<file path="src/rtl/uart_rx_cfg_if.sv">
// Received-word stream between the UART receiver and its consumer (FIFO/CSR block).
// The receiver drives the word and its status flags; the consumer drives m_ready.
interface uart_rx_cfg_if #(
  parameter int MAX_DATA_BITS = 9
);
  logic [MAX_DATA_BITS-1:0] m_data;
  logic                     m_valid;
  logic                     m_ready;
  logic                     parity_err;
  logic                     frame_err;
  logic                     break_det;
  logic                     overrun;

  modport master (
    output m_data, m_valid, parity_err, frame_err, break_det, overrun,
    input  m_ready
  );

  modport slave (
    input  m_data, m_valid, parity_err, frame_err, break_det, overrun,
    output m_ready
  );
endinterface

</file>
<file path="src/rtl/uart_rx_cfg.sv">
// UART receiver with runtime frame format, 3-sample majority voting, break detection
// and a valid/ready output holding one word plus a sticky overrun flag.
module uart_rx_cfg #(
  parameter int MAX_DATA_BITS = 9,
  parameter int OVS_FACTOR    = 16
) (
  input  logic       clk,
  input  logic       reset,
  input  logic       tick_ovs,
  input  logic       rx_pin,
  input  logic [3:0] cfg_data_bits,
  input  logic [1:0] cfg_parity,
  input  logic       cfg_stop2,
  uart_rx_cfg_if.master m
);

  localparam int CW = $clog2(OVS_FACTOR);
  localparam logic [CW-1:0] OS_V0  = CW'(OVS_FACTOR / 2 - 1);
  localparam logic [CW-1:0] OS_V1  = CW'(OVS_FACTOR / 2);
  localparam logic [CW-1:0] OS_MID = CW'(OVS_FACTOR / 2 + 1);
  localparam logic [CW-1:0] OS_END = CW'(OVS_FACTOR - 1);

  if (OVS_FACTOR < 8 || (OVS_FACTOR & (OVS_FACTOR - 1)) != 0) begin : g_bad_ovs
    $fatal(1, "uart_rx_cfg: OVS_FACTOR must be a power of 2 and >= 8");
  end
  if (MAX_DATA_BITS < 5 || MAX_DATA_BITS > 9) begin : g_bad_bits
    $fatal(1, "uart_rx_cfg: MAX_DATA_BITS must be in 5..9");
  end

  typedef enum logic [2:0] {
    IDLE, START, DATA, PARITY, STOP1, STOP2, WAITHI
  } state_t;

  state_t                   state_q, state_d;
  logic                     rx_meta_q, rx_meta_d;
  logic                     rx_s_q, rx_s_d;
  logic [CW-1:0]            os_count_q, os_count_d;
  logic                     va_q, va_d;
  logic                     vb_q, vb_d;
  logic [3:0]               bit_idx_q, bit_idx_d;
  logic [3:0]               nbits_q, nbits_d;
  logic                     par_en_q, par_en_d;
  logic                     par_odd_q, par_odd_d;
  logic                     stop2_q, stop2_d;
  logic [MAX_DATA_BITS-1:0] data_q, data_d;
  logic                     par_q, par_d;
  logic                     stop1_q, stop1_d;

  logic [MAX_DATA_BITS-1:0] m_data_q, m_data_d;
  logic                     m_valid_q, m_valid_d;
  logic                     parity_err_q, parity_err_d;
  logic                     frame_err_q, frame_err_d;
  logic                     break_det_q, break_det_d;
  logic                     overrun_q, overrun_d;

  logic vote, at_mid, at_end, complete, accept;
  logic stop1_v, stop2_ok, c_fe, c_bd, c_pe;

  always_comb begin
    state_d      = state_q;
    rx_meta_d    = rx_pin;
    rx_s_d       = rx_meta_q;
    os_count_d   = os_count_q;
    va_d         = va_q;
    vb_d         = vb_q;
    bit_idx_d    = bit_idx_q;
    nbits_d      = nbits_q;
    par_en_d     = par_en_q;
    par_odd_d    = par_odd_q;
    stop2_d      = stop2_q;
    data_d       = data_q;
    par_d        = par_q;
    stop1_d      = stop1_q;
    m_data_d     = m_data_q;
    m_valid_d    = m_valid_q;
    parity_err_d = parity_err_q;
    frame_err_d  = frame_err_q;
    break_det_d  = break_det_q;
    overrun_d    = overrun_q;
    complete     = 1'b0;

    vote   = (va_q & vb_q) | (va_q & rx_s_q) | (vb_q & rx_s_q);
    at_mid = (os_count_q == OS_MID);
    at_end = (os_count_q == OS_END);

    // The last stop sample is still in flight when the frame completes at mid.
    stop1_v  = (state_q == STOP1) ? vote : stop1_q;
    stop2_ok = (state_q == STOP2) ? vote : 1'b1;
    c_fe     = ~stop1_v | ~stop2_ok;
    c_bd     = (data_q == '0) && (!par_en_q || !par_q) && !stop1_v;
    c_pe     = par_en_q & (^data_q ^ par_q ^ par_odd_q);

    if (tick_ovs) begin
      if (os_count_q == OS_V0) va_d = rx_s_q;
      if (os_count_q == OS_V1) vb_d = rx_s_q;
      os_count_d = os_count_q + CW'(1);
      case (state_q)
        IDLE: begin
          os_count_d = '0;
          if (!rx_s_q) begin
            state_d   = START;
            bit_idx_d = '0;
            data_d    = '0;
            stop2_d   = cfg_stop2;
            par_en_d  = (cfg_parity == 2'b01) || (cfg_parity == 2'b10);
            par_odd_d = (cfg_parity == 2'b01);
            if (cfg_data_bits < 4'd5 || cfg_data_bits > 4'(MAX_DATA_BITS))
              nbits_d = 4'(MAX_DATA_BITS);
            else
              nbits_d = cfg_data_bits;
          end
        end
        START: begin
          if (at_mid && vote) begin
            state_d    = IDLE;
            os_count_d = '0;
          end else if (at_end) begin
            state_d = DATA;
          end
        end
        DATA: begin
          if (at_mid) data_d[bit_idx_q] = vote;
          if (at_end) begin
            if (bit_idx_q == nbits_q - 4'd1)
              state_d = par_en_q ? PARITY : STOP1;
            else
              bit_idx_d = bit_idx_q + 4'd1;
          end
        end
        PARITY: begin
          if (at_mid) par_d = vote;
          if (at_end) state_d = STOP1;
        end
        STOP1: begin
          if (at_mid) begin
            stop1_d = vote;
            if (!stop2_q) complete = 1'b1;
          end else if (at_end && stop2_q) begin
            state_d = STOP2;
          end
        end
        STOP2: begin
          if (at_mid) complete = 1'b1;
        end
        WAITHI: begin
          os_count_d = '0;
          if (rx_s_q) state_d = IDLE;
        end
        default: begin
          state_d    = IDLE;
          os_count_d = '0;
        end
      endcase
      if (complete) begin
        state_d    = c_fe ? WAITHI : IDLE;
        os_count_d = '0;
      end
    end

    // Output holding register: a word arriving while one is still held is dropped.
    accept = m_valid_q && m.m_ready;
    if (complete && (!m_valid_q || accept)) begin
      m_data_d     = data_q;
      parity_err_d = c_pe;
      frame_err_d  = c_fe;
      break_det_d  = c_bd;
      m_valid_d    = 1'b1;
      overrun_d    = 1'b0;
    end else begin
      if (accept) begin
        m_valid_d = 1'b0;
        overrun_d = 1'b0;
      end
      if (complete) overrun_d = 1'b1;
    end
  end

  always_ff @(posedge clk or posedge reset) begin
    if (reset) begin
      state_q      <= IDLE;
      rx_meta_q    <= 1'b1;
      rx_s_q       <= 1'b1;
      os_count_q   <= '0;
      va_q         <= 1'b1;
      vb_q         <= 1'b1;
      bit_idx_q    <= '0;
      nbits_q      <= 4'(MAX_DATA_BITS);
      par_en_q     <= 1'b0;
      par_odd_q    <= 1'b0;
      stop2_q      <= 1'b0;
      data_q       <= '0;
      par_q        <= 1'b0;
      stop1_q      <= 1'b1;
      m_data_q     <= '0;
      m_valid_q    <= 1'b0;
      parity_err_q <= 1'b0;
      frame_err_q  <= 1'b0;
      break_det_q  <= 1'b0;
      overrun_q    <= 1'b0;
    end else begin
      state_q      <= state_d;
      rx_meta_q    <= rx_meta_d;
      rx_s_q       <= rx_s_d;
      os_count_q   <= os_count_d;
      va_q         <= va_d;
      vb_q         <= vb_d;
      bit_idx_q    <= bit_idx_d;
      nbits_q      <= nbits_d;
      par_en_q     <= par_en_d;
      par_odd_q    <= par_odd_d;
      stop2_q      <= stop2_d;
      data_q       <= data_d;
      par_q        <= par_d;
      stop1_q      <= stop1_d;
      m_data_q     <= m_data_d;
      m_valid_q    <= m_valid_d;
      parity_err_q <= parity_err_d;
      frame_err_q  <= frame_err_d;
      break_det_q  <= break_det_d;
      overrun_q    <= overrun_d;
    end
  end

  assign m.m_data     = m_data_q;
  assign m.m_valid    = m_valid_q;
  assign m.parity_err = parity_err_q;
  assign m.frame_err  = frame_err_q;
  assign m.break_det  = break_det_q;
  assign m.overrun    = overrun_q;

endmodule

</file>
<file path="src/flat_wrapper.sv">
// flat-port wrapper written by rule: the top's interface ports become plain ports
module uart_rx_cfg_flat 
#(
  parameter int MAX_DATA_BITS = 9,
  parameter int OVS_FACTOR    = 16
)
  (clk, reset, tick_ovs, rx_pin, cfg_data_bits, cfg_parity, cfg_stop2, m_m_data, m_m_valid, m_parity_err, m_frame_err, m_break_det, m_overrun, m_m_ready);
  uart_rx_cfg_if #(.MAX_DATA_BITS(MAX_DATA_BITS)) m_i ();
  input  logic clk;
  input  logic reset;
  input  logic tick_ovs;
  input  logic rx_pin;
  input  logic [3:0] cfg_data_bits;
  input  logic [1:0] cfg_parity;
  input  logic cfg_stop2;
  output wire logic [$bits(m_i.m_data)-1:0] m_m_data;
  output wire logic [$bits(m_i.m_valid)-1:0] m_m_valid;
  output wire logic [$bits(m_i.parity_err)-1:0] m_parity_err;
  output wire logic [$bits(m_i.frame_err)-1:0] m_frame_err;
  output wire logic [$bits(m_i.break_det)-1:0] m_break_det;
  output wire logic [$bits(m_i.overrun)-1:0] m_overrun;
  input wire logic [$bits(m_i.m_ready)-1:0] m_m_ready;
  assign m_m_data = m_i.m_data;
  assign m_m_valid = m_i.m_valid;
  assign m_parity_err = m_i.parity_err;
  assign m_frame_err = m_i.frame_err;
  assign m_break_det = m_i.break_det;
  assign m_overrun = m_i.overrun;
  assign m_i.m_ready = m_m_ready;
  uart_rx_cfg #(.MAX_DATA_BITS(MAX_DATA_BITS), .OVS_FACTOR(OVS_FACTOR)) u_core (.clk(clk), .reset(reset), .tick_ovs(tick_ovs), .rx_pin(rx_pin), .cfg_data_bits(cfg_data_bits), .cfg_parity(cfg_parity), .cfg_stop2(cfg_stop2), .m(m_i));
endmodule
</file>
<file path="config.mk">
export PLATFORM = sky130hd
export DESIGN_NAME = uart_rx_cfg_flat
export DESIGN_NICKNAME = d
export VERILOG_FILES = /design/src/rtl/uart_rx_cfg_if.sv /design/src/rtl/uart_rx_cfg.sv /design/src/flat_wrapper.sv
export SDC_FILE = /design/constraint.sdc
export NUM_CORES = 1
export LEC_CHECK = 0
export ABC_AREA = 0
export ABC_CLOCK_PERIOD_IN_PS = 1700
export BUFFER_PORTS_ARGS = -buffer_cell sky130_fd_sc_hd__buf_2
export CORE_UTILIZATION = 53
export CTS_BUF_LIST = sky130_fd_sc_hd__clkbuf_4 sky130_fd_sc_hd__clkbuf_8 sky130_fd_sc_hd__clkbuf_16
export DETAILED_ROUTE_END_ITERATION = 10
export PLACE_DENSITY_LB_ADDON = 0.1
export SLEW_MARGIN = 20
export SYNTH_ARGS = -nofsm -noshare
export SYNTH_HDL_FRONTEND = slang
export SYNTH_SLANG_ARGS = --single-unit
</file>
<file path="constraint.sdc">
create_clock -name clk -period 1.7 [get_ports clk]
set_clock_uncertainty 0.05 [all_clocks]
set_input_delay 0.17 -clock clk [delete_from_list [all_inputs] [get_ports clk]]
set_output_delay 0.17 -clock clk [all_outputs]
set_load 0.02 [all_outputs]
</file>
==> results.cfg <==
[pwr]
power_density_mw_per_mm2 = 1360
power.leakage_nw = 1.80
p_total_w = 0.00504
vdd_ir_drop_max_v = 0.000825

[cts]
insertion_delay_ps = 300
cts_made_buffers = 5
tritoncts = built
path_clk_slew_ps = 90
clock-sinks = 47
htree_num_levels = 2
ctsRootBufferMaster = clkbuf_8
clk_path_buf_depth = 2

[layout]
drive_gt1_share_pct = 41.1
diodes = 0
fin_area_mm2 = 0.00370
fillers = 360
synthToLayoutAreaGrowth_pct = 33.7
fin_cells = 417
final_nets = 374

[detailed_routing]
viasPerCell = 5.50
wl_um = 6610
vias = 2292
firstDrtPassIters = 4
wire_per_inst_um = 15.8
drtIter0Drc = 186
ant_nets = 0
drc_errors = 0

[sta]
fin_crit_sh_pct = 109
fin_tns_setup_ps = -1830
tightest_slew_ps = 565
rsz0062_at_grt = yes
max-slew-margin-rel_pct = 61.4
drv_slew = 0
fmax_mhz = 538
hold_violations = 0
finalWorstSetupSlack_ps = -159
setup_viol = 27
fin_crit_ps = 1860

[run]
cap_violations = 0

[setup_path]
critPathArrivalTime_ps = 2010
cp_max_fo = 2
r2r_end = u_core.state_q[1]
critPathRequiredTime_ps = 1850
worstRegToRegCells = 6
cp-end-kind = register
r2r_setup_slack_ps = -160
path_class = register to register
startpoint = u_core.nbits_q[0]
worstSetupStartpointType = register
worstReg2RegStart = u_core.nbits_q[0]

[global_routing]
grt_usage_pct = 26.7
grt_pass1_wl_um = 11000
overflow = 0
antenna_found_initial = 0
grt_pass1_vias = 2403
grt_max_degree = 48

[logic_synthesis]
synth-seq-cells = 47
synth.largest_area_cell = dfrtp_1
yosysTopAreaCellShare_pct = 36.2
synth_nets = 299
synth_area_mm2 = 0.00277
synth_area_leaders = dfrtp_1, dfstp_2, ha_1
avgSynthCellArea_um2 = 10.1
yosysMostFrequentCell = dfrtp_1
ys_top_cells_by_count = dfrtp_1, nand2_1, inv_1
synth.distinct_cells = 61
synth-edff-count = 0
ys_async_sr_fraction_pct = 100
seq_area_frac_synth_pct = 42.8
ys_dominant_reg_cell = dfrtp_1
yosysWarnings = 0
synth_cells = 274

[floorplan]
fp.dieH_um = 74.3
core_mm2 = 0.00488
die_area_mm2 = 0.00552
fp.dieW_um = 74.3
initial_core_util_pct = 56.7
rows = 25
io_pins = 26

[placed_design]
placed_area_mm2 = 0.00330
dpl.hpwl_um = 4420
routabilityCongestion = 0.878
dp.cells = 399
port_buffers = 25

[worst_hold_path]
min_to = u_core.stop2_q
hold_start = cfg_stop2
min_path_type = primary input to register
hold_depth = 3

[outcome]
status = finished, violations left
violations = setup timing
[power by group]
group	total (W)	internal [W]	leakage, nW	switching [W]
clock network	0.000980	0.000604	0.0688	0.000376
registers	0.00156	0.00137	0.610	0.000187
logic	0.00250	0.00123	1.12	0.00127
total	0.00504	0.00321	1.80	0.00183
[area by class of cell]
class / instances / area, um2 / area share, %
Multi-Input combinational cell: 191 / 1620 / 43.8
Sequential cell: 47 / 1180 / 32.0
Timing Repair Buffer: 77 / 572 / 15.4
Inverter: 27 / 101 / 2.74
Tap cell: 67 / 83.8 / 2.27
Clock buffer: 6 / 76.3 / 2.06
Clock inverter: 2 / 60.1 / 1.62
[per-layer routing]
metal | up-vias | global-route usage, % | part of all wire (%)
met5 | - | 0 | 0
met3 | 14 | 3.79 | 2.8
li1 | 1098 | - | -
met1 | 1135 | 32.9 | 43
met2 | 45 | 48.0 | 52
met4 | 0 | 9.22 | 2.6
[per-stage QoR]
stage / setup WS (ps) / hold slack [ps] / utilization (%)
6_report: -159 / 12.1 / 75.8
5_1_grt: -228 / 55.0 / 75.8
4_1_cts: -179 / 7.39 / 74.5
3_5_place_dp: -221 / 183 / 67.6
3_3_place_gp: -165 / 176 / 67.6
2_1_floorplan: -144 / 124 / -
[repair_timing]
| action | in CTS | in global routing |
|---|---|---|
| hold endpoints to repair | 42 | 0 |
| resized for setup | 29 | 10 |
| hold buffers | 3 | 0 |
| endpoints found under the setup margin | 31 | 39 |
| pin swaps | 11 | 4 |
| setup buffers | 5 | 2 |
[worst max-delay path by stage]
stage	endpoint	cells after the start	slack [ps]
after global routing	u_core.state_q[1]	7	-230
after detailed placement	u_core.state_q[1]	7	-220
after CTS	u_core.state_q[1]	7	-180
after floorplan	u_core.state_q[1]	7	-140
after global placement	u_core.state_q[1]	7	-160
final	u_core.state_q[1]	6	-160
[critical path, cell delays in order, from the launching register on]
cell and delay [ps]:
dfstp_2 380, buf_4 130, nor3_1 300, xnor2_2 200
o21ai_2 130, a31oi_2 250, mux2_4 320
[cells by family after synthesis]
family	count (synthesis)	synth area share, %
AND/OR/NAND/NOR	84	17.4
multiplexers	21	8.36
AO/OA/AOI/OAI	61	14.9
flip-flops	47	42.8
XOR/XNOR	11	3.98
buffers and inverters	36	6.19
adder cells (fa/ha/maj)	14	6.37
[cell usage in the layout (no fill, tap or decap), types with 2 or more instances in the layout]
cell type,synthesis,layout
buf_6,4,3
nand2b_1,7,6
dfrtp_1,40,40
xor2_1,4,3
a21oi_1,13,12
bufinv_16,0,2
mux2_4,1,10
ha_4,0,2
o22ai_2,0,3
a21oi_4,1,3
inv_1,27,24
buf_12,0,3
inv_2,0,3
nand2_1,32,32
nand3_2,2,5
buf_4,1,43
dfstp_2,7,7
o21ai_2,1,2
o21ai_0,21,16
clkbuf_8,0,5
o21bai_4,0,2
a21o_1,2,2
ha_1,13,11
nand4b_1,2,2
buf_2,1,25
nor2_1,8,7
mux2_2,10,4
dlygate4sd3_1,0,3
nand3_1,10,7
nand4_1,2,2
o22ai_1,7,4
xnor2_1,6,5
mux2i_1,7,7
a211oi_2,0,2
o21ai_1,0,4
[sequential cells by signal, summed over array words and instances, names as in the netlist, 3 cells and up]
| register | cells |
|---|---|
| u_core.bit_idx_q | 4 |
| u_core.data_q | 9 |
| u_core.m.m_data | 9 |
| u_core.nbits_q | 4 |
| u_core.os_count_q | 4 |
| u_core.state_q | 3 |
No activity file was read; power rests on OpenSTA's default activity.
